File: config.mk
export PLATFORM = sky130hd
export DESIGN_NAME = sub
export DESIGN_NICKNAME = d
export VERILOG_FILES = /design/src/rtl/sub.sv
export SDC_FILE = /design/constraint.sdc
export NUM_CORES = 1
export LEC_CHECK = 0
export BUFFER_PORTS_ARGS = -buffer_cell sky130_fd_sc_hd__buf_2
export CORE_AREA = 2 2 111 91
export CTS_BUF_LIST = sky130_fd_sc_hd__clkbuf_4
export DETAILED_ROUTE_END_ITERATION = 10
export DIE_AREA = 0 0 113 93
export GPL_ROUTABILITY_DRIVEN = 0
export PLACE_DENSITY = 0.8
export SYNTH_ARGS = -nofsm -noshare
export SYNTH_HDL_FRONTEND = slang
export SYNTH_SLANG_ARGS = --single-unit
File: constraint.sdc
create_clock -name clk -period 6.9 [get_ports clk]
set_input_delay 0 -clock clk [delete_from_list [all_inputs] [get_ports clk]]
set_output_delay 0 -clock clk [all_outputs]
set_load 0.03 [all_outputs]
File: src/rtl/sub.sv
// Single-cycle add/subtract stage with wrap-around and saturated results.
// Define SUB_PIPE2_EN to insert a register between the adder and saturation (two-clock latency).
module sub #(
  parameter int unsigned WIDTH = 32
) (
  input  logic             clk,
  input  logic             n_rst,
  input  logic [WIDTH-1:0] a,
  input  logic [WIDTH-1:0] b,
  input  logic             operator,
  input  logic             data_type,
  input  logic             parser_done,
  output logic [WIDTH-1:0] result,
  output logic             alu_done,
  output logic [WIDTH-1:0] alu_out
);

  localparam int unsigned SW = WIDTH + 1;
  localparam logic [WIDTH-1:0] UMAX = {WIDTH{1'b1}};
  localparam logic [WIDTH-1:0] SMAX = {1'b0, {(WIDTH-1){1'b1}}};
  localparam logic [WIDTH-1:0] SMIN = {1'b1, {(WIDTH-1){1'b0}}};

  logic [WIDTH-1:0] b_x_c;
  logic [SW-1:0]    sum_c;

  // Subtract is a + ~b + 1; the carry-out doubles as the unsigned no-borrow flag.
  always_comb begin
    b_x_c = operator ? ~b : b;
    sum_c = SW'({1'b0, a}) + SW'({1'b0, b_x_c}) + SW'(operator);
  end

  logic [SW-1:0] sat_sum_c;
  logic          sat_a_msb_c;
  logic          sat_bx_msb_c;
  logic          sat_op_c;
  logic          sat_dt_c;
  logic          sat_vld_c;

`ifdef SUB_PIPE2_EN
  logic [SW-1:0] sum_q;
  logic          a_msb_q;
  logic          bx_msb_q;
  logic          op_q;
  logic          dt_q;
  logic          vld_q;

  always_ff @(posedge clk) begin
    if (n_rst) begin
      sum_q    <= '0;
      a_msb_q  <= 1'b0;
      bx_msb_q <= 1'b0;
      op_q     <= 1'b0;
      dt_q     <= 1'b0;
      vld_q    <= 1'b0;
    end else begin
      vld_q <= parser_done;
      if (parser_done) begin
        sum_q    <= sum_c;
        a_msb_q  <= a[WIDTH-1];
        bx_msb_q <= b_x_c[WIDTH-1];
        op_q     <= operator;
        dt_q     <= data_type;
      end
    end
  end

  always_comb begin
    sat_sum_c    = sum_q;
    sat_a_msb_c  = a_msb_q;
    sat_bx_msb_c = bx_msb_q;
    sat_op_c     = op_q;
    sat_dt_c     = dt_q;
    sat_vld_c    = vld_q;
  end
`else
  always_comb begin
    sat_sum_c    = sum_c;
    sat_a_msb_c  = a[WIDTH-1];
    sat_bx_msb_c = b_x_c[WIDTH-1];
    sat_op_c     = operator;
    sat_dt_c     = data_type;
    sat_vld_c    = parser_done;
  end
`endif

  logic [WIDTH-1:0] sat_c;

  // Clamp on unsigned carry/borrow or signed overflow.
  always_comb begin
    sat_c = sat_sum_c[WIDTH-1:0];
    if (!sat_dt_c) begin
      if (!sat_op_c && sat_sum_c[WIDTH]) begin
        sat_c = UMAX;
      end else if (sat_op_c && !sat_sum_c[WIDTH]) begin
        sat_c = '0;
      end
    end else if ((sat_a_msb_c == sat_bx_msb_c) && (sat_sum_c[WIDTH-1] != sat_a_msb_c)) begin
      sat_c = sat_a_msb_c ? SMIN : SMAX;
    end
  end

  logic [WIDTH-1:0] result_q, result_d;
  logic [WIDTH-1:0] alu_out_q, alu_out_d;
  logic             alu_done_q, alu_done_d;

  always_comb begin
    result_d   = result_q;
    alu_out_d  = alu_out_q;
    alu_done_d = sat_vld_c;
    if (sat_vld_c) begin
      result_d  = sat_sum_c[WIDTH-1:0];
      alu_out_d = sat_c;
    end
  end

  always_ff @(posedge clk) begin
    if (n_rst) begin
      result_q   <= '0;
      alu_out_q  <= '0;
      alu_done_q <= 1'b0;
    end else begin
      result_q   <= result_d;
      alu_out_q  <= alu_out_d;
      alu_done_q <= alu_done_d;
    end
  end

  assign result   = result_q;
  assign alu_out  = alu_out_q;
  assign alu_done = alu_done_q;

endmodule

==> summary.txt <==
ranking of synthesized cells by area -> dfxtp_1, ha_1, xor2_1
fill count -> 881
Synth Net Count -> 685
post-synth top area share -> 28.30%
min cycle time layout -> 3.705 ns
I/O Buffers -> 133
CP Capture Type -> flip-flop
post-CTS setup buffer count -> 0
GRT Residual Overflow -> 0
clk_skew -> 0 ns
TritonCTS clock tree -> done
Async SR Flop Fraction -> 0%
initial antenna violation count -> 0
violated checks -> design-rule violations
clk_lat worst skew -> 0.43 ns
antenna cells -> 0
top_reg_cell synth -> dfxtp_1
first-pass GRT wire length -> 21110 um
Syn Inst Count -> 584
met3 layer usage reported by global route -> 5.120%
cell taking the most area after synthesis -> dfxtp_1
fmax -> 269.9 MHz
number of synthesized flops with an enable pin -> 0
Final period util -> 53.70%
slew margin rel. -> 25.73%
Antenna Nets Post-Route -> 0
CTS root buf -> clkbuf_4
die width -> 113 um
crit-path max FO -> 34
vias post-DR -> 4577
Max VDD drop -> 0.0001088 V
vias in the first global route -> 4478
post-cts resize count -> 0
average size of a mapped cell -> 7.874 um^2
Die Ht -> 93 um
via/cell ratio -> 5.568
pin count of the biggest net entering global routing -> 40
startpoint types -> primary input
Worst Setup SP -> operator
core area -> 0.009449 mm^2
min-delay src -> a[1]
DP Cell Count -> 803
Final Non-Filler Cells -> 822
global routing usage on met1 -> 34.30%
worst hold path type -> in -> reg
Routed WL -> 13260 um
synthesized area -> 0.004598 mm^2
CTS Sinks -> 65
Pwr per Cell Area -> 258.8 mW/mm^2
WS Path Type -> in -> reg
Post-synth top cells -> nor2_1, dfxtp_1, nand2_1
synth unique cells -> 65
max_cap viols -> 0
CTS Hold Bufs -> 3
RSZ-0062 raised after global routing -> no
grt met2 use -> 39.27%
Seq/Total Area, Yosys -> 28.30%
deepest clock path buffer count -> 2
drt initial violations -> 261
worst slew pin tran -> 1.114 ns
busiest layer in global routing -> met2
per-cell routed wire length -> 16.13 um
Initial Util -> 48.66%
die footprint -> 0.01051 mm^2
nets -> 799
worst r2r src -> alu_out[30]
CTS Buf Count -> 9
gr usage total -> 25.01%
hold violation count in the final report -> 0
Total Power -> 1416 uW
Critical Path RT -> 7.28 ns
Placement Rows -> 32
Final Slew Violations -> 0
Clock transition at path regs -> 0.12 ns
Setup Viol. Count Final -> 0
outcome -> complete, but fails checks
DP HPWL -> 10060 um
synth warn -> 0
top-count cell post-synth -> nor2_1
P_leak -> 0.002639 uW
DRC -> 6
H-tree depth -> 3
Synth Register Bits -> 65
io pins -> 134
CP arrival -> 4.09 ns
setup TNS -> 0 ns
Area Growth Syn to Fin -> 18.99%
First-pass DRT Iterations -> 7
share of layout cells above drive strength 1 -> 23.76%
[sequential cells by signal, indices dropped and copies added, names as in the netlist]
register	cells
alu_done	1
result	32
alu_out	32
[path summary, 6_finish.rpt]
path	end	slack (ns)	cells past startpoint
setup / recovery	alu_out[20]	3.19	13
hold / removal	result[1]	0.05	4
setup reg to reg	alu_out[30]	6.10	2
hold reg to reg	alu_out[29]	0.47	2
[cells in the final DEF (no fill, tap or decap), types with 5 or more instances in the layout]
| master | count |
|---|---|
| a21o_1 | 10 |
| buf_2 | 133 |
| o211ai_1 | 5 |
| nor3_1 | 7 |
| a21oi_1 | 42 |
| xor2_1 | 39 |
| dfxtp_1 | 65 |
| ha_1 | 31 |
| o21ai_0 | 44 |
| o21ai_1 | 5 |
| inv_1 | 19 |
| xnor2_1 | 16 |
| nand3_1 | 7 |
| mux2i_1 | 28 |
| o21bai_1 | 5 |
| nor2_1 | 80 |
| clkbuf_4 | 9 |
| nand2b_1 | 7 |
| nand2_1 | 64 |
[power breakdown]
part	internal (uW)	leakage, uW	switching (uW)
Clock	147	0.0000839	160
Combinational	228	0.00202	421
Sequential	430	0.000536	30.6
Total	805	0.00264	612
[cells by family (layout without fill, tap and decap cells)]
kind of cell / Yosys count / in the layout / share of synthesized area, %
AO/OA/AOI/OAI: 154 / 154 / 22.04
flip-flops: 65 / 65 / 28.30
AND/OR/NAND/NOR: 194 / 194 / 18.58
adder cells (fa/ha/maj): 33 / 33 / 9.116
multiplexers: 30 / 30 / 6.639
XOR/XNOR: 55 / 55 / 10.48
buffers and inverters: 53 / 172 / 4.843
[final cells by class]
cell class                      instances  area [um^2]  share of cell area [%]
Tap cell                              119        148.9                   2.721
Clock inverter                          7        93.84                   1.715
Inverter                               19        71.32                   1.303
Multi-Input combinational cell        466         3085                   56.39
Clock buffer                            9        67.56                   1.235
Timing Repair Buffer                  137        703.2                   12.85
Sequential cell                        65         1301                   23.78
[through the flow]
| step | setup WS (ns) | util [%] | area, um^2 | hold WS [ns] |
|---|---|---|---|---|
| 2_1_floorplan | 3.858 | - | 4598 | 0.1573 |
| 3_3_place_gp | 2.868 | 55.88 | 5280 | 0.4015 |
| 3_5_place_dp | 2.763 | 55.88 | 5280 | 0.4214 |
| 4_1_cts | 3.199 | 57.91 | 5472 | 0.03657 |
| 5_1_grt | 2.897 | 57.91 | 5472 | 0.09166 |
| 6_report | 3.195 | 57.91 | 5472 | 0.04917 |
[metal layers]
layer / vias to the layer above / wire length [um] / share of wire (%)
met4: 0 / 254 / 1.9
met5: - / 0 / 0
li1: 2259 / - / -
met1: 2098 / 5986 / 45
met2: 198 / 5999 / 45
met3: 22 / 1021 / 7.7
[critical path, cell delays in order]
cell	delay (ns)
buf_2	0.70
xor2_1	0.24
inv_1	0.08
fa_1	0.42
and2b_1	0.23
o31a_1	0.16
o21ai_2	0.08
a211o_1	0.34
a21o_1	0.20
a21oi_2	0.28
a22o_1	0.93
o21bai_1	0.25
a22o_1	0.14
Note: power is estimated with default switching activity, not from simulation.
